## src/rtl/pq_pkg.sv

```systemverilog
// Shared types and default sizing for the sorted shift-register priority queue.
package pq_pkg;

    localparam int PQ_DATA_W = 16;
    localparam int PQ_DEPTH  = 8;

    typedef logic [PQ_DATA_W-1:0] key_t;

    typedef enum logic [1:0] {
        HOLD     = 2'd0,
        LOAD_NEW = 2'd1,
        SHIFT_R  = 2'd2,
        SHIFT_L  = 2'd3
    } cell_op_t;

endpackage

```

## src/rtl/pq_cell.sv

```systemverilog
// One queue entry: key and valid flops, an enq_data < key comparator, and a
// next-value mux choosing between hold, new key, left neighbour or right neighbour.
module pq_cell
    import pq_pkg::*;
#(
    parameter int DATA_W = PQ_DATA_W
) (
    input  logic              clk,
    input  logic              rst,
    input  cell_op_t          op,
    input  logic [DATA_W-1:0] enq_data,
    input  logic [DATA_W-1:0] left_key,
    input  logic              left_valid,
    input  logic [DATA_W-1:0] right_key,
    input  logic              right_valid,
    output logic [DATA_W-1:0] key,
    output logic              valid,
    output logic              lt
);

    logic [DATA_W-1:0] key_r;
    logic              valid_r;
    logic [DATA_W-1:0] key_nxt_s;
    logic              valid_nxt_s;

    assign lt = (enq_data < key_r);

    // Next-value mux driven by the per-cell operation
    always_comb begin
        key_nxt_s   = key_r;
        valid_nxt_s = valid_r;
        case (op)
            HOLD: begin
                key_nxt_s   = key_r;
                valid_nxt_s = valid_r;
            end
            LOAD_NEW: begin
                key_nxt_s   = enq_data;
                valid_nxt_s = 1'b1;
            end
            SHIFT_R: begin
                key_nxt_s   = left_key;
                valid_nxt_s = left_valid;
            end
            SHIFT_L: begin
                key_nxt_s   = right_key;
                valid_nxt_s = right_valid;
            end
            default: begin
                key_nxt_s   = key_r;
                valid_nxt_s = valid_r;
            end
        endcase
    end

    // Entry storage
    always_ff @(posedge clk) begin
        if (rst) begin
            key_r   <= {DATA_W{1'b0}};
            valid_r <= 1'b0;
        end else begin
            key_r   <= key_nxt_s;
            valid_r <= valid_nxt_s;
        end
    end

    assign key   = key_r;
    assign valid = valid_r;

endmodule

```

## src/rtl/pq_shift_queue.sv

```systemverilog
// Sorted shift-register priority queue: minimum key at entry 0, equal keys
// leave in arrival order, one enqueue and/or one dequeue per cycle.
module pq_shift_queue
    import pq_pkg::*;
#(
    parameter int DATA_W = PQ_DATA_W,
    parameter int DEPTH  = PQ_DEPTH
) (
    input  logic                       clk,
    input  logic                       rst,
    input  logic                       enq_valid,
    input  logic [DATA_W-1:0]          enq_data,
    output logic                       enq_ready,
    output logic                       deq_valid,
    output logic [DATA_W-1:0]          deq_data,
    input  logic                       deq_ready,
    output logic [$clog2(DEPTH+1)-1:0] count
);

    localparam int CW = $clog2(DEPTH + 1);
    localparam logic [CW-1:0] DEPTH_C = CW'(DEPTH);
    localparam logic [CW-1:0] ONE_C   = CW'(1);

    logic [DATA_W-1:0] key_s [DEPTH];
    logic [DEPTH-1:0]  valid_s;
    logic [DEPTH-1:0]  lt_s;
    logic [DEPTH-1:0]  ge_s;
    logic [DEPTH+1:0]  ge_pad_s;
    cell_op_t          op_s [DEPTH];
    logic [CW-1:0]     count_r;
    logic              enq_fire_s;
    logic              deq_fire_s;

    assign enq_ready  = (count_r < DEPTH_C);
    assign deq_valid  = (count_r != {CW{1'b0}});
    assign enq_fire_s = enq_valid & enq_ready;
    assign deq_fire_s = deq_valid & deq_ready;

    // ge_s marks cells that stay ahead of the new key; it is a contiguous prefix
    // because the valid entries are sorted, so its length is the insert position.
    assign ge_s     = valid_s & ~lt_s;
    assign ge_pad_s = {1'b0, ge_s, 1'b1};

    // Per-cell operation from the prefix vector and the handshakes
    always_comb begin
        for (int i = 0; i < DEPTH; i++) begin
            op_s[i] = HOLD;
            if (enq_fire_s && !deq_fire_s) begin
                if (ge_s[i]) begin
                    op_s[i] = HOLD;
                end else if (ge_pad_s[i]) begin
                    op_s[i] = LOAD_NEW;
                end else begin
                    op_s[i] = SHIFT_R;
                end
            end else if (enq_fire_s && deq_fire_s) begin
                // Head leaves: cells before the slot move left, the key lands at p-1 (or 0)
                if (ge_pad_s[i+2]) begin
                    op_s[i] = SHIFT_L;
                end else if (ge_s[i]) begin
                    op_s[i] = LOAD_NEW;
                end else if (i == 0) begin
                    op_s[i] = LOAD_NEW;
                end else begin
                    op_s[i] = HOLD;
                end
            end else if (deq_fire_s) begin
                op_s[i] = SHIFT_L;
            end else begin
                op_s[i] = HOLD;
            end
        end
    end

    for (genvar g = 0; g < DEPTH; g++) begin : g_cell
        logic [DATA_W-1:0] left_key_s;
        logic              left_valid_s;
        logic [DATA_W-1:0] right_key_s;
        logic              right_valid_s;

        if (g == 0) begin : g_first
            assign left_key_s   = {DATA_W{1'b0}};
            assign left_valid_s = 1'b0;
        end else begin : g_inner_l
            assign left_key_s   = key_s[g-1];
            assign left_valid_s = valid_s[g-1];
        end

        if (g == DEPTH - 1) begin : g_last
            assign right_key_s   = {DATA_W{1'b0}};
            assign right_valid_s = 1'b0;
        end else begin : g_inner_r
            assign right_key_s   = key_s[g+1];
            assign right_valid_s = valid_s[g+1];
        end

        pq_cell #(
            .DATA_W(DATA_W)
        ) u_cell (
            .clk        (clk),
            .rst        (rst),
            .op         (op_s[g]),
            .enq_data   (enq_data),
            .left_key   (left_key_s),
            .left_valid (left_valid_s),
            .right_key  (right_key_s),
            .right_valid(right_valid_s),
            .key        (key_s[g]),
            .valid      (valid_s[g]),
            .lt         (lt_s[g])
        );
    end

    // Occupancy counter
    always_ff @(posedge clk) begin
        if (rst) begin
            count_r <= {CW{1'b0}};
        end else begin
            case ({enq_fire_s, deq_fire_s})
                2'b10:   count_r <= count_r + ONE_C;
                2'b01:   count_r <= count_r - ONE_C;
                default: count_r <= count_r;
            endcase
        end
    end

    assign count    = count_r;
    assign deq_data = key_s[0];

endmodule

```

## config.mk

```make
export PLATFORM = sky130hd
export DESIGN_NAME = pq_shift_queue
export DESIGN_NICKNAME = d
export VERILOG_FILES = /design/src/rtl/pq_pkg.sv /design/src/rtl/pq_cell.sv /design/src/rtl/pq_shift_queue.sv
export SDC_FILE = /design/constraint.sdc
export NUM_CORES = 1
export LEC_CHECK = 0
export BUFFER_PORTS_ARGS = -buffer_cell sky130_fd_sc_hd__buf_4
export CORE_ASPECT_RATIO = 2
export CORE_MARGIN = 2
export CORE_UTILIZATION = 50
export CTS_BUF_LIST = sky130_fd_sc_hd__clkbuf_4 sky130_fd_sc_hd__clkbuf_8
export CTS_CLUSTER_DIAMETER = 100
export CTS_CLUSTER_SIZE = 12
export DETAILED_ROUTE_END_ITERATION = 6
export PLACE_DENSITY_LB_ADDON = 0.25
export REMOVE_ABC_BUFFERS = 1
export SYNTH_ARGS = -nofsm -noshare
export SYNTH_HDL_FRONTEND = slang
export SYNTH_SLANG_ARGS = --single-unit
```

## constraint.sdc

```tcl
create_clock -name clk -period 6.9 [get_ports clk]
set_input_delay 0.69 -clock clk [delete_from_list [all_inputs] [get_ports clk]]
set_output_delay 0.69 -clock clk [all_outputs]
set_load 0.1 [all_outputs]
```

# ---- After elaboration in Yosys (flattened, before gate mapping)
# Cells that the tools add are included.
dict set report op_classes {
  n_mux 63
  div_mod_pow 0
  n_eq_ne 26
  add_sub_neg 2
  shift 0
  bitwise_logic 4
  n_lt_le_gt_ge 9
  mul 0
  n_reduce_logical 13
}
# op n
set op_table {}
lappend op_table {{$pmux W16 S3} 8}
lappend op_table {{$lt A16 B16 Y1} 8}
lappend op_table {{$mux W2} 38}
lappend op_table {{$eq A2 B2 Y1 const B} 17}
lappend op_table {{$pmux W1 S3} 8}
lappend op_table {{$eq A2 B1 Y1 const B} 9}
lappend op_table {{$logic_not A2 Y1} 8}
lappend op_table {{$and A8 B8 Y8} 1}
lappend op_table {{$mux W1} 8}
lappend op_table {{$not A8 Y8} 1}
lappend op_table {{$pmux W4 S2} 1}
lappend op_table {{$add A4 B1 Y4 const B} 1}
lappend op_table {{$lt A4 B4 Y1 const B} 1}
lappend op_table {{$reduce_bool A4 Y1} 1}
lappend op_table {{$sub A4 B1 Y4 const B} 1}
lappend op_table {{$and A1 B1 Y1} 2}
lappend op_table {{$logic_and A1 B1 Y1} 2}
lappend op_table {{$reduce_bool A2 Y1} 1}
lappend op_table {{$logic_not A1 Y1} 1}
dict set report totals {
  mem_bits_ro 0
  in_bits 20
  reg_bits 140
  memories 0
  ramBits 0
  latch_bits 0
  out_inout_bits 22
}

# ---- Longest topological paths before layout
# Gate-level depths: netlist of the first run.
dict set report logic_depth {
  depth_word 9
  mapped_depth 14
  depth_no_buf 11
}

# ---- Modules after synthesis
# From an unflattened synthesis of the first run, not the netlist that was laid out.
dict set report hier_totals {
  cells_unflattened 974
  area_unflattened_um2 10558.9
}
# mod seq_area_each_um2 n_inst cells_per_inst area_each_um2
set by_module_without_submodules {}
lappend by_module_without_submodules {pq_cell 340.3 8 109 1234.9}
lappend by_module_without_submodules {pq_shift_queue 80.1 1 102 679.4}

# ---- Least setup slack after synthesis of the first run
# Ideal clock, no wire load.
dict set report synth_path {
  kind {flip-flop to flip-flop}
  from {register count_r[3], in the netlist count[3]}
  to {register g_cell[5].u_cell.key_r[10]}
  path_slack_ps 3065
  path_stages_with_launch 13
  required_time_ps 6762
  setup_ps 138
  arrival_ps 3697
  path_cell_list {dfxtp_1 inv_1 nand2_1 inv_1 ha_1 buf_2 clkinv_1 clkbuf_1 a21oi_1 a21o_1 nand2_1 clkbuf_1 o221ai_1}
}
dict set report synth_via {
  elab_chain_len 7
  word_cells_on_any_way 15
  cone_classes {order compare (1); eq/ne (3); mux (4); bitwise (2); reduce/logical (5)}
}
# element line_no
set synth_lines {}
lappend synth_lines {{start: declaration} pq_shift_queue.sv:30} ;# logic [CW-1:0] count_r;
lappend synth_lines {{start signal: assignment} pq_shift_queue.sv:117} ;# count_r <= {CW{1'b0}};
lappend synth_lines {{start signal: assignment} pq_shift_queue.sv:120} ;# 2'b10: count_r <= count_r + ONE_C;
lappend synth_lines {{start signal: assignment} pq_shift_queue.sv:121} ;# 2'b01: count_r <= count_r - ONE_C;
lappend synth_lines {{$lt A4 B4 Y1 (*)} pq_shift_queue.sv:34} ;# assign enq_ready = (count_r < DEPTH_C);
lappend synth_lines {{via enq_ready} pq_shift_queue.sv:13} ;# output logic enq_ready,
lappend synth_lines {{$and A1 B1 Y1 (*)} pq_shift_queue.sv:36} ;# assign enq_fire_s = enq_valid & enq_ready;
lappend synth_lines {{$logic_and A1 B1 Y1} pq_shift_queue.sv:56} ;# end else if (enq_fire_s && deq_fire_s) begin
lappend synth_lines {{$mux W2} pq_shift_queue.sv:56}
lappend synth_lines {{$mux W2 (*)} pq_shift_queue.sv:48} ;# if (enq_fire_s && !deq_fire_s) begin
lappend synth_lines {{$eq A2 B2 Y1 or $eq A2 B1 Y1 (tied branches)} pq_cell.sv:32} ;# case (op)
lappend synth_lines {{$pmux W16 S3} pq_cell.sv:32}
lappend synth_lines {{end signal: assignment} pq_cell.sv:59} ;# key_r <= {DATA_W{1'b0}};
lappend synth_lines {{end signal: assignment} pq_cell.sv:62} ;# key_r <= key_nxt_s;
lappend synth_lines {{end: declaration} pq_cell.sv:21} ;# logic [DATA_W-1:0] key_r;
# Mark *: on every way through the listed nets, which the timed path passes. The rest lies on a longest branch.
# A chain may end at the register's enable or synchronous reset.

# ---- Final worst setup path of the first run
dict set report layout_path {
  from {register count_r[0], in the netlist count[0]}
  to {register g_cell[6].u_cell.key_r[12]}
}
dict set report layout_via {
  elab_chain_len 7
  word_cells_on_any_way 15
  cone_classes {order compare (1); eq/ne (3); mux (4); bitwise (2); reduce/logical (5)}
}
# element line_no
set layout_lines {}
lappend layout_lines {{$lt A4 B4 Y1 or $reduce_bool A4 Y1 (tied branches)} {pq_shift_queue.sv:34, pq_shift_queue.sv:35}}
lappend layout_lines {{$and A1 B1 Y1 (on tied branches)} {pq_shift_queue.sv:36, pq_shift_queue.sv:37}}
lappend layout_lines {{$logic_and A1 B1 Y1 (tied with other cells)} pq_shift_queue.sv:56}
lappend layout_lines {{$mux W2 or $logic_and A1 B1 Y1 (tied branches)} {pq_shift_queue.sv:56, pq_shift_queue.sv:48}}
lappend layout_lines {{$mux W2 (*)} pq_shift_queue.sv:48}
lappend layout_lines {{$eq A2 B2 Y1 or $eq A2 B1 Y1 (tied branches)} pq_cell.sv:32}
lappend layout_lines {{$pmux W16 S3} pq_cell.sv:32}
lappend layout_lines {{end signal: assignment} pq_cell.sv:59}
lappend layout_lines {{end signal: assignment} pq_cell.sv:62}
lappend layout_lines {{end: declaration} pq_cell.sv:21}
# Every way passes the cells marked *; elsewhere a longest branch is shown, timed or not.

==> flow_metrics.env, run 1 <==
export IMPL_outcome="complete, no violations"
export IMPL_worstPathRequired_ns=7.22
export IMPL_drt_iter0_drc=403
export IMPL_vias=9190
export IMPL_core_area_sq_um=20300
export IMPL_synth_edff_count=0
export IMPL_rsz0062_at_grt="false"
export IMPL_path_class="register to register"
export IMPL_synth_area_sq_um=10300
export IMPL_worstSkewPairLatency_ns=0.48
export IMPL_drive_above_1_share=0.118
export IMPL_timing_slew_headroom=0.200
export IMPL_die_area_sq_um=21700
export IMPL_startpoint_type="register"
export IMPL_cts_made_buffers=17
export IMPL_wl_per_cell_um=19.9
export IMPL_dp_hpwl_mm=22.7
export IMPL_clockBufferDepth=2
export IMPL_post_synth_cell_area_avg_sq_um=8.54
export IMPL_finalSetupTns_ns=0
export IMPL_skew_ns=0.00873
export IMPL_cap_violations=0
export IMPL_yosysWarnings=0
export IMPL_h_tree_depth=4
export IMPL_io_pins=42
export IMPL_grtUsageTotal=0.273
export IMPL_layout_worst_path_cycle_share=0.694
export IMPL_setup_worst_path_end_class="register"
export IMPL_fmax_mhz=209
export IMPL_cts_sinks=140
export IMPL_seqCellArea_sq_um=2800
export IMPL_post_route_drc_count=0
export IMPL_synthCells=1201
export IMPL_min_period_ns=4.79
export IMPL_layout_nets=1341
export IMPL_drt_pass1_iterations=5
export IMPL_cts_clk_slew_worst_paths_ns=0.09
export IMPL_grt_max_degree=51
export IMPL_yosysUniqueCellTypes=88
export IMPL_cts_root_buffer="clkbuf_8"
export IMPL_finalMaxSlewViolations=0
export IMPL_final_fill_count=1902
export IMPL_row_count=74
export IMPL_final_core_util=0.545
export IMPL_postCtsHoldBufs=0
export IMPL_ys_flop_type="dfxtp_1"
export IMPL_start_util=0.506
export IMPL_syn_to_final_growth_pct=7.80
export IMPL_cp_data_arrival_time_ns=5.10
export IMPL_synthArstFlopShare=0
export IMPL_hp_class="register to register"
export IMPL_critPathMaxFanout=21
export IMPL_cts_resized=0
export IMPL_setup_viol=0
export IMPL_p_leak_uw=0.00420
export IMPL_hold_viol=0
export IMPL_n_antenna_cell=0
export IMPL_grt_pass1_wl_mm=47.2
export IMPL_cts_setup_buffers=0
export IMPL_final_antenna_net_count=0
export IMPL_place_congestion=0.912
export IMPL_worst_pin_slew_ns=1.20
export IMPL_grt_pass1_vias=9296
export IMPL_drt_wl_total_mm=29.3
export IMPL_antenna_found_initial=0
export IMPL_routed_via_density=6.24
export IMPL_power_density_nw_per_um2=530
export IMPL_max_vdd_ir_drop_mv=0.363
export IMPL_io_buffers=41
export IMPL_die_y_um=207
export IMPL_synth_seq_cells=140
export IMPL_die_w_um=105
export IMPL_gr_total_overflow=0
export IMPL_multi_input_area_sq_um=6540
export IMPL_ys_seq_area_frac=0.273
export IMPL_cts_tree="yes"
==> where the power goes <==
part           internal (uW)  total [uW]  switching (uW)
registers               1170        1520             345
logic                   1260        3570            2310
clock network            425         771             346
total                   2850        5860            3000
==> layer usage <==
layer / wire length [um] / track usage / share of wire
met5: 0 / 0 / 0
met4: 1810 / 0.184 / 0.062
met3: 705 / 0.0345 / 0.024
met2: 16400 / 0.535 / 0.56
met1: 10300 / 0.258 / 0.35
==> stage by stage <==
stage	instances	total power [uW]	worst slack [ns]	cell area [sq um]	hold slack, ns
after floorplan	1120	4120	1.99	9860	0.445
after global placement	1441	4990	2.27	10600	0.478
after detailed placement	1441	5080	2.12	10600	0.482
after CTS	1473	5850	2.13	11100	0.504
after global routing	1473	6310	1.67	11100	0.516
final	1473	5860	2.11	11100	0.501
==> cells by family after synthesis <==
| kind of cell | Yosys count | share of synthesized area |
|---|---|---|
| AO/OA/AOI/OAI | 426 | 0.312 |
| XOR/XNOR | 3 | 0.00256 |
| multiplexers | 67 | 0.0655 |
| flip-flops | 140 | 0.273 |
| AND/OR/NAND/NOR | 217 | 0.101 |
| adder cells (fa/ha/maj) | 127 | 0.156 |
| buffers and inverters | 221 | 0.0901 |
==> state kept, by name, summed over array words and instances, names as in the netlist <==
name                 flops
g_cell.u_cell.valid      8
count                    4
g_cell.u_cell.key      128
==> cell type report <==
class | instances | share of cell area
clock buffers | 21 | 0.0256
well taps | 266 | 0.0301
multi-input cells | 840 | 0.591
repair buffers | 55 | 0.0373
clock inverters | 11 | 0.0148
inverters | 140 | 0.0475
flip-flops and latches | 140 | 0.253
==> worst max-delay path: stages, from the launching register on <==
cell,delay (ns)
dfxtp_1,0.36
or4_4,0.54
and2_4,0.21
inv_2,0.08
ha_1,0.71
clkinv_1,0.81
o21ai_4,0.36
nor2_2,0.06
a31o_4,0.33
a211oi_2,0.93
a221oi_1,0.22
==> path summary, 6_finish.rpt <==
path | slack [ns] | cells after the start | startpoint | endpoint
setup / recovery | 2.11 | 10 | count[0]$_SDFFE_PP0P_ | g_cell[6].u_cell.key[12]$_SDFFE_PP0P_
hold / removal | 0.50 | 2 | g_cell[7].u_cell.key[7]$_SDFFE_PP0P_ | g_cell[7].u_cell.key[7]$_SDFFE_PP0P_
setup reg to reg | 2.11 | 10 | count[0]$_SDFFE_PP0P_ | g_cell[6].u_cell.key[12]$_SDFFE_PP0P_
hold reg to reg | 0.50 | 2 | g_cell[7].u_cell.key[7]$_SDFFE_PP0P_ | g_cell[7].u_cell.key[7]$_SDFFE_PP0P_
==> Yosys cell counts, drive strengths merged, types with 29 or more instances <==
cell type	n	area (sq um)
a21oi	62	322
a221oi	37	410
a22oi	67	503
buf	39	236
clkbuf	42	163
dfxtp	140	2800
ha	126	1580
inv	138	518
mux2i	66	661
nand2	72	270
nand3	29	145
nor2	66	277
o21ai	90	462
==> cell usage in the layout, fill, tap and decap left out, drive strengths merged, types with 22 or more instances in the layout <==
| cell type | instances |
|---|---|
| a31oi | 26 |
| a22oi | 67 |
| ha | 126 |
| inv | 139 |
| buf | 55 |
| o22ai | 22 |
| nor2 | 66 |
| dfxtp | 140 |
| o21ai | 90 |
| nand2 | 72 |
| a221oi | 37 |
| a21oi | 62 |
| nand3 | 29 |
| mux2i | 66 |
Power figures use the tool's default switching activity.
==> inputs of run 2 (changes only) <==
==> constraint.sdc (replaced) <==
create_clock -name clk -period 4.1 [get_ports clk]
set_input_delay 0.41 -clock clk [delete_from_list [all_inputs] [get_ports clk]]
set_output_delay 0.41 -clock clk [all_outputs]
set_load 0.1 [all_outputs]
==> run 2 against run 1 <==
Effect of this change: sequential power grew 68%; first-iteration DRC count rose by 8.7%; via count increased by 2.4%; critical path depth shrank 1; highest routed layer unchanged; clock skew is 0.0011 ns higher; largest cell class unchanged; flip-flop and latch count unchanged; largest power group unchanged; clock power rose by 66%; total power increased by 73%.
==> flow_metrics.env, run 2 (same netlist as run 1, synthesis figures left out) <==
export IMPL_outcome="complete, no violations"
export IMPL_dp_hpwl_mm=23.4
export IMPL_clockBufferDepth=2
export IMPL_layout_worst_path_cycle_share=0.905
export IMPL_cts_clk_slew_worst_paths_ns=0.08
export IMPL_worstPathRequired_ns=4.50
export IMPL_grt_pass1_vias=9526
export IMPL_power_density_nw_per_um2=904
export IMPL_cts_root_buffer="clkbuf_8"
export IMPL_crit_chain="or4_4, and2_4, ha_1, inv_1, a211oi_1, a21oi_1, nor3b_2, a22oi_1, o21ai_0"
export IMPL_hp_class="primary input to register"
export IMPL_max_vdd_ir_drop_mv=0.530
export IMPL_die_y_um=207
export IMPL_io_buffers=41
export IMPL_row_count=74
export IMPL_antenna_found_initial=0
export IMPL_layout_nets=1357
export IMPL_final_common_cell="dfxtp_1"
export IMPL_die_area_sq_um=21700
export IMPL_gr_usage_met2=0.555
export IMPL_setup_ws_ns=0.388
export IMPL_grt_max_degree=69
export IMPL_worst_pin_slew_ns=1.22
export IMPL_drt_pass1_iterations=7
export IMPL_routed_via_density=6.32
export IMPL_core_area_sq_um=20300
export IMPL_drive_above_1_share=0.129
export IMPL_setup_viol=0
export IMPL_cap_violations=0
export IMPL_wl_per_cell_um=20.8
export IMPL_syn_to_final_growth_pct=9.05
export IMPL_cts_tree="yes"
export IMPL_use_met1=0.273
export IMPL_pre_cts_slack_ns=0.195
export IMPL_final_core_util=0.552
export IMPL_cts_resized=0
export IMPL_skew_ns=0.00981
export IMPL_place_congestion=0.998
export IMPL_rsz0062_at_grt="false"
export IMPL_p_leak_uw=0.00427
export IMPL_startpoint_type="register"
export IMPL_start_util=0.506
export IMPL_final_cell_mix="140 x dfxtp_1, 137 x inv_1, 126 x ha_1"
export IMPL_slowest_delay_ns=0.99
export IMPL_busiest_layer="met2"
export IMPL_cts_setup_buffers=0
export IMPL_post_route_drc_count=0
export IMPL_postCtsHoldBufs=0
export IMPL_critPathMaxFanout=16
export IMPL_cp_data_arrival_time_ns=4.11
export IMPL_n_antenna_cell=0
export IMPL_fmax_mhz=269
export IMPL_final_antenna_net_count=0
export IMPL_io_pins=42
export IMPL_design_area_sq_um=11200
export IMPL_hold_viol=0
export IMPL_crit_family="simple AND/OR/NAND/NOR gates"
export IMPL_largest_reg_flops=128
export IMPL_vias=9406
export IMPL_worst_path_buf_inv=1
export IMPL_die_w_um=105
export IMPL_h_tree_depth=4
export IMPL_cts_made_buffers=17
export IMPL_path_class="register to register"
export IMPL_min_period_ns=3.71
export IMPL_grtUsageMet3=0.0361
export IMPL_drt_wl_total_mm=30.9
export IMPL_finalMaxSlewViolations=0
export IMPL_setup_worst_path_end_class="register"
export IMPL_grtUsageTotal=0.286
export IMPL_gr_total_overflow=0
export IMPL_dp_cells=1457
export IMPL_cts_sinks=140
export IMPL_timing_slew_headroom=0.185
export IMPL_final_cells=1489
export IMPL_worstSkewPairLatency_ns=0.49
export IMPL_crit_slowest_cell="nor3b_2"
export IMPL_grt_pass1_wl_mm=48.6
export IMPL_drt_iter0_drc=438
export IMPL_place_area_sq_um=10700
-- run 2: cell count changes in the layout (fill, tap and decap cells not counted) --
cell        delta
buf_12         +1
buf_4         +15
clkbuf_4       +1
clkbuf_8       -1
clkinv_2       -1
clkinv_4       +1
clkinvlp_4     +1
inv_6          -1
o21ai_0        +1
o21ai_1        -1
-- run 2: metal layers --
metal / routed length (um) / vias up
li1: - / 4488
met1: 10700 / 4500
met2: 17000 / 295
met3: 1080 / 123
met4: 2140 / 0
met5: 0 / -
-- run 2: worst paths after layout --
path,startpoint,end,slack [ns],cells past startpoint
max,count[0]$_SDFFE_PP0P_,g_cell[4].u_cell.key[6]$_SDFFE_PP0P_,0.39,9
max reg2reg,count[0]$_SDFFE_PP0P_,g_cell[4].u_cell.key[6]$_SDFFE_PP0P_,0.39,9
min reg2reg,g_cell[7].u_cell.key[0]$_SDFFE_PP0P_,g_cell[7].u_cell.key[0]$_SDFFE_PP0P_,0.49,2
min,rst,g_cell[7].u_cell.key[14]$_SDFFE_PP0P_,0.23,2
-- run 2: area by class of cell --
class	count	area, sq um
Clock inverter	11	166
Multi-Input combinational cell	840	6540
Clock buffer	21	277
Sequential cell	140	2800
Timing Repair Buffer	71	546
Fill cell	1896	9090
Tap cell	266	333
Inverter	140	526
-- run 2: power by group --
group	leakage [uW]	internal, uW	switching (uW)
logic	0.00290	2230	4040
clock network	0.000219	705	578
registers	0.00115	1970	589
total	0.00427	4900	5210
-- run 2: worst reg2reg max path, stage by stage (launching register included) --
cell and delay, ns:
dfxtp_1 0.43, or4_4 0.17, and2_4 0.19, ha_1 0.51, inv_1 0.29, a211oi_1 0.49, a21oi_1 0.20, nor3b_2 0.99
a22oi_1 0.21, o21ai_0 0.14
-- run 2: metrics by stage --
stage | hold slack [ns] | total power, uW | setup TNS (ns)
final | 0.229 | 10100 | 0
after detailed placement | 0.482 | 8770 | 0
after global placement | 0.475 | 8650 | 0
after floorplan | 0.445 | 6940 | -57.07
after global routing | 0.230 | 10800 | 0
after CTS | 0.201 | 10100 | 0
==> inputs of run 3 (changes only) <==
--- a/config.mk
+++ b/config.mk
@@ -5,6 +5,7 @@
 export SDC_FILE = /design/constraint.sdc
 export NUM_CORES = 1
 export LEC_CHECK = 0
+export ABC_AREA = 1
 export BUFFER_PORTS_ARGS = -buffer_cell sky130_fd_sc_hd__buf_4
 export CORE_ASPECT_RATIO = 2
 export CORE_MARGIN = 2
==> run 3 against run 2 <==
Effect of this change: global-route usage decreased by 2.5 points; critical endpoint is now g_cell[2].u_cell.key[10]$_SDFFE_PP0P_; hold slack improved by 0.073 ns; count of clock-buffer cells in the layout increased by 4; critical path type unchanged; largest power group unchanged; total power shrank 0.78%; register-to-register slack gained 0.50 ns; synthesized cell count is 51% higher; flip-flop and latch count unchanged; design area grew 7.5%; die area is 10% higher; via count increased by 18%; cell count increased by 40%; routed wire length grew 1.1%.
==> flow_metrics.env, run 3 <==
export IMPL_p_leak_uw=0.00615
export IMPL_die_area_sq_um=24000
export IMPL_start_util=0.506
export IMPL_crit_slowest_cell="nand2_2"
export IMPL_cts_sinks=140
export IMPL_largest_reg_flops=128
export IMPL_path_class="register to register"
export IMPL_final_common_cell="nand2_1"
export IMPL_io_pins=42
export IMPL_netlist_area_leader_share=0.247
export IMPL_final_core_util=0.536
export IMPL_skew_ns=0.0166
export IMPL_total_power_uw=10000
export IMPL_design_area_sq_um=12000
export IMPL_cp_data_arrival_time_ns=3.64
export IMPL_ys_flop_type="dfxtp_1"
export IMPL_final_cells=2084
export IMPL_synth_seq_cells=140
export IMPL_gr_usage_met2=0.480
export IMPL_place_congestion=0.849
export IMPL_row_count=78
export IMPL_max_vdd_ir_drop_mv=0.557
export IMPL_io_buffers=41
export IMPL_timing_slew_headroom=0.314
export IMPL_startpoint_type="register"
export IMPL_hp_class="primary input to register"
export IMPL_dp_cells=2052
export IMPL_outcome="complete, no violations"
export IMPL_cts_resized=0
export IMPL_synth_area_sq_um=11400
export IMPL_setup_ws_ns=0.889
export IMPL_grtUsageMet3=0.0359
export IMPL_die_y_um=217
export IMPL_synth_edff_count=0
export IMPL_worst_path_buf_inv=4
export IMPL_use_met1=0.304
export IMPL_worst_pin_slew_ns=1.03
export IMPL_drt_iter0_drc=810
export IMPL_die_w_um=111
export IMPL_wl_per_cell_um=15.0
export IMPL_setup_viol=0
export IMPL_layout_worst_path_cycle_share=0.783
export IMPL_multi_input_area_sq_um=7130
export IMPL_min_period_ns=3.21
export IMPL_slowest_delay_ns=0.51
export IMPL_ys_seq_area_frac=0.247
export IMPL_setup_worst_path_end_class="register"
export IMPL_crit_family="simple AND/OR/NAND/NOR gates"
export IMPL_grt_max_degree=68
export IMPL_cap_violations=0
export IMPL_crit_chain="inv_1, nand4_1, nand2_2, inv_1, ha_1, o21ai_1, clkinv_1, nand2_1, nand2_2, nor2_8, nand2_1, nand3_1, nand2_1, inv_1"
export IMPL_synth_area_top_cells="dfxtp_1 25%, nand2_1 17%, ha_1 14%"
export IMPL_yosysWarnings=0
export IMPL_synthArstFlopShare=0
export IMPL_cts_clk_slew_worst_paths_ns=0.08
export IMPL_post_synth_cell_area_avg_sq_um=6.28
export IMPL_h_tree_depth=4
export IMPL_critPathMaxFanout=50
export IMPL_hold_viol=0
export IMPL_postCtsHoldBufs=0
export IMPL_antenna_found_initial=0
export IMPL_routed_via_density=5.32
export IMPL_fmax_mhz=311
export IMPL_syn_to_final_growth_pct=5.90
export IMPL_yosysMostFrequentCell="nand2_1"
export IMPL_vias=11084
export IMPL_grt_pass1_wl_mm=51.4
export IMPL_drt_pass1_iterations=7
export IMPL_synthCells=1808
export IMPL_clockBufferDepth=2
export IMPL_rsz0062_at_grt="false"
export IMPL_grt_pass1_vias=10365
export IMPL_final_antenna_net_count=0
export IMPL_gr_total_overflow=0
export IMPL_cts_tree="yes"
export IMPL_drive_above_1_share=0.0687
export IMPL_synth_top_area_cell="dfxtp_1"
export IMPL_seqCellArea_sq_um=2800
export IMPL_power_density_nw_per_um2=835
export IMPL_pre_cts_slack_ns=0.762
export IMPL_dp_hpwl_mm=23.2
export IMPL_finalMaxSlewViolations=0
export IMPL_cts_setup_buffers=0
export IMPL_busiest_layer="met2"
export IMPL_worstPathRequired_ns=4.52
export IMPL_netlist_top_cells_count="506 x nand2_1, 239 x inv_1, 155 x nor2_1, 141 x nand3_1, 140 x dfxtp_1"
export IMPL_core_area_sq_um=22400
export IMPL_worstSkewPairLatency_ns=0.48
export IMPL_layout_nets=1938
export IMPL_yosysUniqueCellTypes=40
export IMPL_n_antenna_cell=0
export IMPL_post_route_drc_count=0
export IMPL_cts_root_buffer="clkbuf_8"
export IMPL_cts_made_buffers=17
export IMPL_final_cell_mix="506 x nand2_1, 238 x inv_1, 155 x nor2_1"
export IMPL_place_area_sq_um=11600
export IMPL_grtUsageTotal=0.261
export IMPL_final_fill_count=2324
export IMPL_drt_wl_total_mm=31.2
-- run 3: cell count changes in the layout (fill, tap and decap cells not counted), moves of 48 or more --
| cell | previous run | this run |
|---|---|---|
| nand3_1 | 29 | 141 |
| nor2_1 | 62 | 155 |
| nand2_1 | 72 | 506 |
| o21ai_0 | 75 | 123 |
| mux2i_1 | 66 | 0 |
| a22oi_1 | 67 | 0 |
| inv_1 | 137 | 238 |
-- run 3: cell families (layout without fill, tap and decap cells) --
family                   count (synthesis)  after routing  share of synthesized area
adder cells (fa/ha/maj)                127            127                      0.141
XOR/XNOR                                 1              1                   0.000772
AND/OR/NAND/NOR                        905            905                      0.344
flip-flops                             140            140                      0.247
buffers and inverters                  334            330                      0.126
AO/OA/AOI/OAI                          301            301                      0.142
-- run 3: cell type report --
type,count,share of cell area
clock buffers,25,0.0271
clock inverters,7,0.00708
multi-input cells,1334,0.593
flip-flops and latches,140,0.233
repair buffers,51,0.0329
well taps,280,0.0291
inverters,247,0.0779
-- run 3: worst paths after layout --
| kind | startpoint | endpoint | slack, ns | cells after the start |
|---|---|---|---|---|
| max | count[0]$_SDFFE_PP0P_ | g_cell[2].u_cell.key[10]$_SDFFE_PP0P_ | 0.89 | 14 |
| max reg2reg | count[0]$_SDFFE_PP0P_ | g_cell[2].u_cell.key[10]$_SDFFE_PP0P_ | 0.89 | 14 |
| min | enq_data[0] | g_cell[7].u_cell.key[0]$_SDFFE_PP0P_ | 0.30 | 3 |
| min reg2reg | count[0]$_SDFFE_PP0P_ | count[0]$_SDFFE_PP0P_ | 0.48 | 1 |
-- run 3: routing by layer --
layer  routed length [um]  part of all wire
met1                13300              0.42
met2                16000              0.51
met3                 1170             0.037
met4                  757             0.024
met5                    0                 0
-- run 3: tightest hold or removal path, delay by kind of cell --
family | cells | cell delay, ns
compound gates | 1 | 0.06
buf+inv | 1 | 0.17
simple gates | 1 | 0.09
-- run 3: where the power goes --
part / internal (uW) / total (uW) / switching (uW)
Sequential: 1900 / 2360 / 462
Combinational: 2000 / 6470 / 4470
Clock: 638 / 1210 / 571
-- run 3: per-stage QoR --
step | setup TNS [ns] | hold slack [ns]
final | 0 | 0.302
after global placement | 0 | 0.460
after CTS | 0 | 0.275
after global routing | 0 | 0.292
after detailed placement | 0 | 0.468
after floorplan | -225.14 | 0.468
